### src/rtl/cache_refill_if.sv
// rtl/cache_refill_if.sv - single-outstanding req/gnt/rvalid memory read bus used by cache_refill
// master = refill unit side, slave = memory side.
interface cache_refill_if #(
  parameter int BITSIZE = 32
);
  logic               mem_req_o;
  logic [BITSIZE-1:0] mem_addr_o;
  logic               mem_gnt_i;
  logic               mem_rvalid_i;
  logic [BITSIZE-1:0] mem_rdata_i;

  modport master (
    output mem_req_o,
    output mem_addr_o,
    input  mem_gnt_i,
    input  mem_rvalid_i,
    input  mem_rdata_i
  );

  modport slave (
    input  mem_req_o,
    input  mem_addr_o,
    output mem_gnt_i,
    output mem_rvalid_i,
    output mem_rdata_i
  );
endinterface

### src/rtl/cache_refill.sv
// rtl/cache_refill.sv - cache line refill FSM: fetches one line word-by-word and strobes it into the line store
// Optional critical-word-first fetch order enabled by CACHE_REFILL_CRITICAL_WORD_FIRST_EN.
module cache_refill #(
  parameter int N_CACHELINE_LENGTH = 4,
  parameter int BITSIZE            = 32
) (
  input  logic                                  clk,
  input  logic                                  resetn_i,
  input  logic                                  miss_i,
  input  logic [BITSIZE-1:0]                    miss_addr_i,
  input  logic                                  flush_i,
  output logic                                  busy_o,
  cache_refill_if.master                        mem,
  output logic [BITSIZE-1:0]                    line_addr_o,
  output logic [BITSIZE*N_CACHELINE_LENGTH-1:0] line_data_o,
  output logic                                  line_store_o,
  output logic                                  crit_valid_o,
  output logic [BITSIZE-1:0]                    crit_data_o
);

  localparam int OFFSIZE = $clog2(N_CACHELINE_LENGTH);
  localparam int LINEW   = BITSIZE * N_CACHELINE_LENGTH;
  localparam logic [BITSIZE-1:0] OFF_MASK = BITSIZE'(N_CACHELINE_LENGTH - 1);
  localparam logic [OFFSIZE-1:0] LAST_CNT = OFFSIZE'(N_CACHELINE_LENGTH - 1);

  typedef enum logic [2:0] {
    IDLE,
    REQ,
    WAIT,
    STORE,
    DRAIN
  } state_e;

  state_e               state_q, state_d;
  logic [BITSIZE-1:0]   base_q, base_d;
  logic [OFFSIZE-1:0]   cnt_q, cnt_d;
  logic [LINEW-1:0]     buf_q, buf_d;
  logic [BITSIZE-1:0]   line_addr_q, line_addr_d;
  logic [LINEW-1:0]     line_data_q, line_data_d;
  logic [OFFSIZE-1:0]   word_idx;

`ifdef CACHE_REFILL_CRITICAL_WORD_FIRST_EN
  logic [OFFSIZE-1:0]   crit_off_q, crit_off_d;
  logic                 crit_valid_q, crit_valid_d;
  logic [BITSIZE-1:0]   crit_data_q, crit_data_d;

  // Offset add wraps naturally in OFFSIZE bits, keeping the fetch inside the line.
  assign word_idx = crit_off_q + cnt_q;
`else
  assign word_idx = cnt_q;
`endif

  always_ff @(posedge clk) begin
    if (resetn_i) begin
      state_q     <= IDLE;
      base_q      <= '0;
      cnt_q       <= '0;
      buf_q       <= '0;
      line_addr_q <= '0;
      line_data_q <= '0;
`ifdef CACHE_REFILL_CRITICAL_WORD_FIRST_EN
      crit_off_q   <= '0;
      crit_valid_q <= 1'b0;
      crit_data_q  <= '0;
`endif
    end else begin
      state_q     <= state_d;
      base_q      <= base_d;
      cnt_q       <= cnt_d;
      buf_q       <= buf_d;
      line_addr_q <= line_addr_d;
      line_data_q <= line_data_d;
`ifdef CACHE_REFILL_CRITICAL_WORD_FIRST_EN
      crit_off_q   <= crit_off_d;
      crit_valid_q <= crit_valid_d;
      crit_data_q  <= crit_data_d;
`endif
    end
  end

  always_comb begin
    state_d     = state_q;
    base_d      = base_q;
    cnt_d       = cnt_q;
    buf_d       = buf_q;
    line_addr_d = line_addr_q;
    line_data_d = line_data_q;
`ifdef CACHE_REFILL_CRITICAL_WORD_FIRST_EN
    crit_off_d   = crit_off_q;
    crit_valid_d = 1'b0;
    crit_data_d  = crit_data_q;
`endif

    case (state_q)
      IDLE: begin
        if (miss_i) begin
          base_d  = miss_addr_i & ~OFF_MASK;
          cnt_d   = '0;
          state_d = REQ;
`ifdef CACHE_REFILL_CRITICAL_WORD_FIRST_EN
          crit_off_d = miss_addr_i[OFFSIZE-1:0];
`endif
        end
      end

      REQ: begin
        // A grant taken together with flush leaves a read in flight that must be drained.
        if (flush_i) begin
          state_d = mem.mem_gnt_i ? DRAIN : IDLE;
        end else if (mem.mem_gnt_i) begin
          state_d = WAIT;
        end
      end

      WAIT: begin
        if (mem.mem_rvalid_i) begin
          if (flush_i) begin
            state_d = IDLE;
          end else begin
            buf_d[int'(word_idx)*BITSIZE +: BITSIZE] = mem.mem_rdata_i;
`ifdef CACHE_REFILL_CRITICAL_WORD_FIRST_EN
            if (cnt_q == '0) begin
              crit_valid_d = 1'b1;
              crit_data_d  = mem.mem_rdata_i;
            end
`endif
            if (cnt_q == LAST_CNT) begin
              line_addr_d = base_q;
              line_data_d = buf_d;
              state_d     = STORE;
            end else begin
              cnt_d   = cnt_q + OFFSIZE'(1);
              state_d = REQ;
            end
          end
        end else if (flush_i) begin
          state_d = DRAIN;
        end
      end

      STORE: state_d = IDLE;

      DRAIN: begin
        if (mem.mem_rvalid_i) begin
          state_d = IDLE;
        end
      end

      default: state_d = IDLE;
    endcase
  end

  assign busy_o         = (state_q != IDLE);
  assign mem.mem_req_o  = (state_q == REQ);
  assign mem.mem_addr_o = (state_q == REQ) ? (base_q | BITSIZE'(word_idx)) : '0;
  assign line_store_o   = (state_q == STORE);
  assign line_addr_o    = line_addr_q;
  assign line_data_o    = line_data_q;

`ifdef CACHE_REFILL_CRITICAL_WORD_FIRST_EN
  assign crit_valid_o = crit_valid_q;
  assign crit_data_o  = crit_data_q;
`else
  assign crit_valid_o = 1'b0;
  assign crit_data_o  = '0;
`endif

endmodule

### src/flat_wrapper.sv
// flat-port wrapper written by rule: the top's interface ports become plain ports
module cache_refill_flat 
#(
  parameter int N_CACHELINE_LENGTH = 4,
  parameter int BITSIZE            = 32
)
  (clk, resetn_i, miss_i, miss_addr_i, flush_i, busy_o, line_addr_o, line_data_o, line_store_o, crit_valid_o, crit_data_o, mem_mem_req_o, mem_mem_addr_o, mem_mem_gnt_i, mem_mem_rvalid_i, mem_mem_rdata_i);
  cache_refill_if #(.BITSIZE(BITSIZE)) mem_i ();
  input  logic clk;
  input  logic resetn_i;
  input  logic miss_i;
  input  logic [BITSIZE-1:0] miss_addr_i;
  input  logic flush_i;
  output logic busy_o;
  output logic [BITSIZE-1:0] line_addr_o;
  output logic [BITSIZE*N_CACHELINE_LENGTH-1:0] line_data_o;
  output logic line_store_o;
  output logic crit_valid_o;
  output logic [BITSIZE-1:0] crit_data_o;
  output wire logic [$bits(mem_i.mem_req_o)-1:0] mem_mem_req_o;
  output wire logic [$bits(mem_i.mem_addr_o)-1:0] mem_mem_addr_o;
  input wire logic [$bits(mem_i.mem_gnt_i)-1:0] mem_mem_gnt_i;
  input wire logic [$bits(mem_i.mem_rvalid_i)-1:0] mem_mem_rvalid_i;
  input wire logic [$bits(mem_i.mem_rdata_i)-1:0] mem_mem_rdata_i;
  assign mem_mem_req_o = mem_i.mem_req_o;
  assign mem_mem_addr_o = mem_i.mem_addr_o;
  assign mem_i.mem_gnt_i = mem_mem_gnt_i;
  assign mem_i.mem_rvalid_i = mem_mem_rvalid_i;
  assign mem_i.mem_rdata_i = mem_mem_rdata_i;
  cache_refill #(.N_CACHELINE_LENGTH(N_CACHELINE_LENGTH), .BITSIZE(BITSIZE)) u_core (.clk(clk), .resetn_i(resetn_i), .miss_i(miss_i), .miss_addr_i(miss_addr_i), .flush_i(flush_i), .busy_o(busy_o), .mem(mem_i), .line_addr_o(line_addr_o), .line_data_o(line_data_o), .line_store_o(line_store_o), .crit_valid_o(crit_valid_o), .crit_data_o(crit_data_o));
endmodule
### config.mk
export PLATFORM = sky130hd
export DESIGN_NAME = cache_refill_flat
export DESIGN_NICKNAME = d
export VERILOG_FILES = /design/src/rtl/cache_refill_if.sv /design/src/rtl/cache_refill.sv /design/src/flat_wrapper.sv
export SDC_FILE = /design/constraint.sdc
export NUM_CORES = 1
export LEC_CHECK = 0
export CORE_AREA = 2 2 158 191
export CTS_CLUSTER_DIAMETER = 40
export CTS_CLUSTER_SIZE = 28
export DETAILED_ROUTE_END_ITERATION = 10
export DIE_AREA = 0 0 160 193
export PLACE_DENSITY_LB_ADDON = 0.25
export SLEW_MARGIN = 25
export SYNTH_ARGS = -nofsm -noshare
export SYNTH_HDL_FRONTEND = slang
export SYNTH_SLANG_ARGS = --single-unit
### constraint.sdc
create_clock -name clk -period 2.3 [get_ports clk]
set_input_delay 0.46 -clock clk [delete_from_list [all_inputs] [get_ports clk]]
set_output_delay 0.46 -clock clk [all_outputs]
set_load 0.05 [all_outputs]
# After elaboration in Yosys (flattened, before gate mapping)
# Cells that the tools add are included.
[classes]
mux = 17
eq_ne = 12
addsub = 2
n_lt_le_gt_ge = 0
multipliers = 0
shifts = 2
n_reduce_logical = 8
bitwise = 2
n_div = 0
[ops]
columns = ["operator", "count"]
rows = [
  ["$bwmux W128", 1],
  ["$shift A32 B33 Y128 const A", 1],
  ["$shiftx A32 B33 Y128", 1],
  ["$neg A7 Y33", 1],
  ["$mux W32", 1],
  ["$or A32 B2 Y32", 1],
  ["$mux W3", 8],
  ["$pmux W3 S4", 1],
  ["$mux W2", 5],
  ["$ne A2 B2 Y1 const B", 5],
  ["$reduce_and A4 Y1", 2],
  ["$eq A3 B2 Y1 const B", 2],
  ["$reduce_and A5 Y1", 1],
  ["$pmux W2 S2", 1],
  ["$eq A3 B1 Y1 const B", 1],
  ["$eq A3 B3 Y1 const B", 1],
  ["$logic_not A3 Y1", 1],
  ["$ne A3 B2 Y1 const B", 1],
  ["$ne A3 B3 Y1 const B", 1],
  ["$reduce_and A3 Y1", 1],
  ["$reduce_bool A3 Y1", 1],
  ["$add A2 B1 Y2 const B", 1],
  ["$eq A2 B2 Y1 const B", 1],
  ["$reduce_and A2 Y1", 1],
  ["2 further kinds", 2],
]
[word_totals]
word_cells = 49
rom_bits = 0
memories = 0
latchBits = 0
register_bits = 321
out_inout_bits = 228
mem_bits_rw = 0

# Logic depth before layout (Yosys ltp)
[logic_depth]
ltp_word = 5
mapped_depth = 9
mapped_depth_nobuf = 5

# Least setup slack after synthesis
# No wires, ideal clock.
[synth_timing]
kind = "register to output"
start = "reg u_core.cnt_q[0]"
end = "out mem_mem_addr_o[0]"
path_stages_with_launch = 4
t_required_ns = 1.840
arrival_time_ns = 2.285
setup_slack_ns = -0.445
n_path_buf = 1
cell_sequence = "dfxtp_1 clkbuf_1 inv_1 nor4_1"
[synth_via]
elab_chain_len = 2
[synth_lines]
columns = ["item", "line_no", "text"]
rows = [
  ["from (decl)", "cache_refill.sv:36", "logic [OFFSIZE-1:0] cnt_q, cnt_d;"],
  ["from (signal assigned)", "cache_refill.sv:69", "cnt_q <= cnt_d;"],
  ["$or A32 B2 Y32", "cache_refill.sv:155", "assign mem.mem_addr_o = (state_q == REQ) ? (base_q | BITSIZE'(word_idx)) : '0;"],
  ["$mux W32", "cache_refill.sv:155", ""],
  ["to (decl)", "flat_wrapper.sv:21", "output wire logic [$bits(mem_i.mem_addr_o)-1:0] mem_mem_addr_o;"],
]
# Every way passes these cells.

# Worst setup path in the final report
[layout_timing]
start = "reg u_core.state_q[1]"
end = "out mem_mem_addr_o[31]"
[layout_via]
elab_chain_len = 2
[layout_lines]
columns = ["item", "line_no", "text"]
rows = [
  ["from (decl)", "cache_refill.sv:34", "state_e state_q, state_d;"],
  ["from (signal assigned)", "cache_refill.sv:67", "state_q <= state_d;"],
  ["$eq A3 B1 Y1", "cache_refill.sv:155", ""],
  ["$mux W32", "cache_refill.sv:155", ""],
]
# Every way passes these cells.

==> out/metrics.yaml <==
period_share: 0.9931
die_area_um2: 30880
p_leak_nw: 6.214
die_w_um: 160
powerDensity_nw_per_um2: 656.0
routed_wl_um: 44180
crit_path_end_kind: "output pin"
fp.dieH_um: 193
async_reset_ff_frac: 0
hp-class: "in2reg"
ys.flop_type: "dfxtp_1"
worst_slew_pin_slew_ns: 0.6455
hpwl_um: 28480
core.rowCount: 69
synth_top_family_by_area: "compound AO/OA/AOI/OAI gates"
ys_seq_area_frac: 0.4493
setup_tns_ns: 0
clk_latency_ns: 0.53
r2r_start: "u_core.cnt_q[1]$_SDFFE_PP0P_"
grt_max_degree: 137
synthSimpleGateAreaFrac: 0.1924
cts_root_buffer: "clkbuf_16"
grt_pass1_wl_um: 67420
cts_buffer_depth: 3
multi_input_area_um2: 6302
min_path_cells: 4
synth-seq-cells: 289
routedWlPerCell_um: 20.17
synth-adder-area-share: 0.004858
worst_ep_arrival_time_ns: 1.82
grt_overflow: 0
worst_slew_margin_rel: 0.5696
synth_area_um2: 12880
fin_skew_ns: 0.01895
ys_warn_count: 0
syn_area_per_cell_um2: 8.213
maxCapViolCount: 0
min_period_ns: 2.284
area_delta_synth_final_pct: 38.06
cp-start-kind: "flop"
drc: 0
initial_core_util: 0.4413
nets: 1847
grt_pass1_vias: 11759
reg2regPathDepth: 6
antenna_found_initial: 2
r2r_end: "u_core.line_data_o[70]$_SDFFE_PP0P_"
min_to: "u_core.line_data_o[127]$_SDFFE_PP0P_"
clock_sinks: 289
io_buffer_count: 260
setup_violations: 0
firstDrtPassIters: 7
path_class: "reg2out"
path_max_fanout: 10
core_um2: 29180
synth_compound_area_frac: 0.2433
synth_xor_area_frac: 0
drive_gt1_frac: 0.1301
ys_top_cells_by_area: "dfxtp_1 45%, a21oi_1 14%, nor2b_1 6.2%, a211oi_1 5.6%, o21ai_0 4.9%"
status: "finished clean"
seq_area_um2: 5797
via_count: 12595
ios: 298
cts_max_level: 2
ys_types: 40
synth_edf_count: 0
gp_congestion: 0.8358
rrSetupSlack_ns: 0.22
ant_nets: 0
via_per_inst: 5.751
fin_area_um2: 17780
fillers: 2559
synthCells: 1568
hp-start: "resetn_i"
cts_buffers: 35
ir_worst_vdd_mv: 0.5918
drt_iter0_drc: 902
max_freq_ghz: 0.4378
synth.area.mux_share: 0.02653
synth_top_area_frac: 0.4493
drv_slew: 0
hold_viol: 0
synth_top_area_cell: "dfxtp_1"
grt_usage: 0.2730
tritoncts: "done"
placed_area_um2: 16380
path_clk_slew_ns: 0.06
cp.required_ns: 1.84
-- state kept, by name (all words and copies together) (netlist names) --
name,cells
u_core.line_data_o,128
u_core.buf_q,96
u_core.base_q,30
u_core.line_addr_o,30
u_core.state_q,3
u_core.cnt_q,2
-- cell usage in the layout, fill, tap and decap left out, types with 5 or more instances in the layout --
master	instances
a21oi_1	348
and2_4	31
mux2i_1	33
clkbuf_1	7
clkdlybuf4s50_1	223
a211oi_1	96
nor2b_1	128
nand3_1	31
o21ai_0	126
conb_1	35
buf_12	60
clkinvlp_4	5
nand4_1	95
buf_4	59
dfxtp_1	286
clkbuf_16	38
nand2_1	129
ha_1	5
-- synthesized netlist by cell type, types with 2 or more instances --
| library cell | number |
|---|---|
| nor4_1 | 4 |
| clkbuf_1 | 134 |
| inv_1 | 4 |
| mux2i_1 | 33 |
| nor4b_1 | 4 |
| a211oi_1 | 96 |
| nand2_1 | 130 |
| dfxtp_1 | 289 |
| o21ai_0 | 126 |
| nand4_1 | 95 |
| nor4bb_1 | 2 |
| nor2b_1 | 128 |
| and2_1 | 31 |
| ha_1 | 5 |
| a21oi_1 | 348 |
| nand3_1 | 32 |
| nand4b_1 | 2 |
| nor3b_1 | 2 |
| buf_6 | 11 |
| buf_2 | 24 |
| or4b_2 | 2 |
| buf_4 | 36 |
| buf_1 | 11 |
| nand2b_1 | 2 |
| nor2_1 | 2 |
-- power by group --
group          internal [mW]  switching (mW)  total (mW)
clock                   3.35            2.24        5.60
sequential              5.05          0.0348        5.08
combinational          0.348           0.637       0.986
-- per-layer routing --
metal  wire length, µm  global-route usage  share of wire
met1             17380              0.3352           0.39
met2             21270              0.4552           0.48
met3              3650             0.06781          0.083
met4              1880              0.1258          0.043
met5                 0                   0              0
-- cells by family (layout without fill, tap and decap cells) --
group / after synthesis / in the layout
other: 1 / 36
flip-flops: 289 / 289
buffers and inverters: 220 / 417
AND/OR/NAND/NOR: 444 / 444
multiplexers: 34 / 34
adder cells (fa/ha/maj): 5 / 5
AO/OA/AOI/OAI: 575 / 575
-- per-stage QoR --
| stage | total power [mW] | cells | setup slack (ns) | hold WS, ns | util |
|---|---|---|---|---|---|
| after global routing | 11.96 | 2189 | -0.005387 | 0.3630 | 0.6092 |
| after floorplan | 5.700 | 1602 | 0.01498 | 0.4334 | - |
| after detailed placement | 6.098 | 2117 | -0.005395 | 0.4495 | 0.5614 |
| final | 11.66 | 2190 | 0.01592 | 0.3367 | 0.6093 |
| after CTS | 11.68 | 2183 | 0.009192 | 0.3249 | 0.6050 |
| after global placement | 6.094 | 2117 | 0.03672 | 0.4396 | 0.5614 |
-- what timing repair did --
item / 4_1_cts / 5_1_grt
setup buffers: 1 / 4
pin swaps: 1 / 1
hold buffers: 0 / 0
cloned: 1 / 2
gates resized for setup: 23 / 18
setup endpoints to repair: 30 / 30
-- how the worst max path moves through the flow --
stage | from | to | slack, ns
2_1_floorplan | u_core.cnt_q[0]$_SDFFE_PP0P_ | u_core.line_data_o[88]$_SDFFE_PP0P_ | 0.01
3_3_place_gp | flush_i | u_core.line_data_o[58]$_SDFFE_PP0P_ | 0.04
3_5_place_dp | flush_i | u_core.line_data_o[15]$_SDFFE_PP0P_ | -0.005
4_1_cts | u_core.state_q[1]$_SDFFE_PP0P_ | mem_mem_addr_o[5] | 0.009
5_1_grt | u_core.state_q[1]$_SDFFE_PP0P_ | mem_mem_addr_o[31] | -0.005
6_report | u_core.state_q[1]$_SDFFE_PP0P_ | mem_mem_addr_o[31] | 0.02
-- area by class of cell --
cell class / instances / area share
diodes: 1 / 0.0001408
well taps: 390 / 0.02745
multi-input cells: 1093 / 0.3545
inverters: 4 / 0.0008445
repair buffers: 349 / 0.2247
clock inverters: 18 / 0.01182
flip-flops and latches: 289 / 0.3261
clock buffers: 46 / 0.05447
-- critical path, stage by stage (launching register included) --
cell and delay, ns:
dfxtp_4 0.36, buf_6 0.14, nor3_4 0.15, buf_6 0.19, clkbuf_16 0.18, and2_4 0.15, buf_12 0.13
Note: power is estimated with default switching activity, not from simulation.
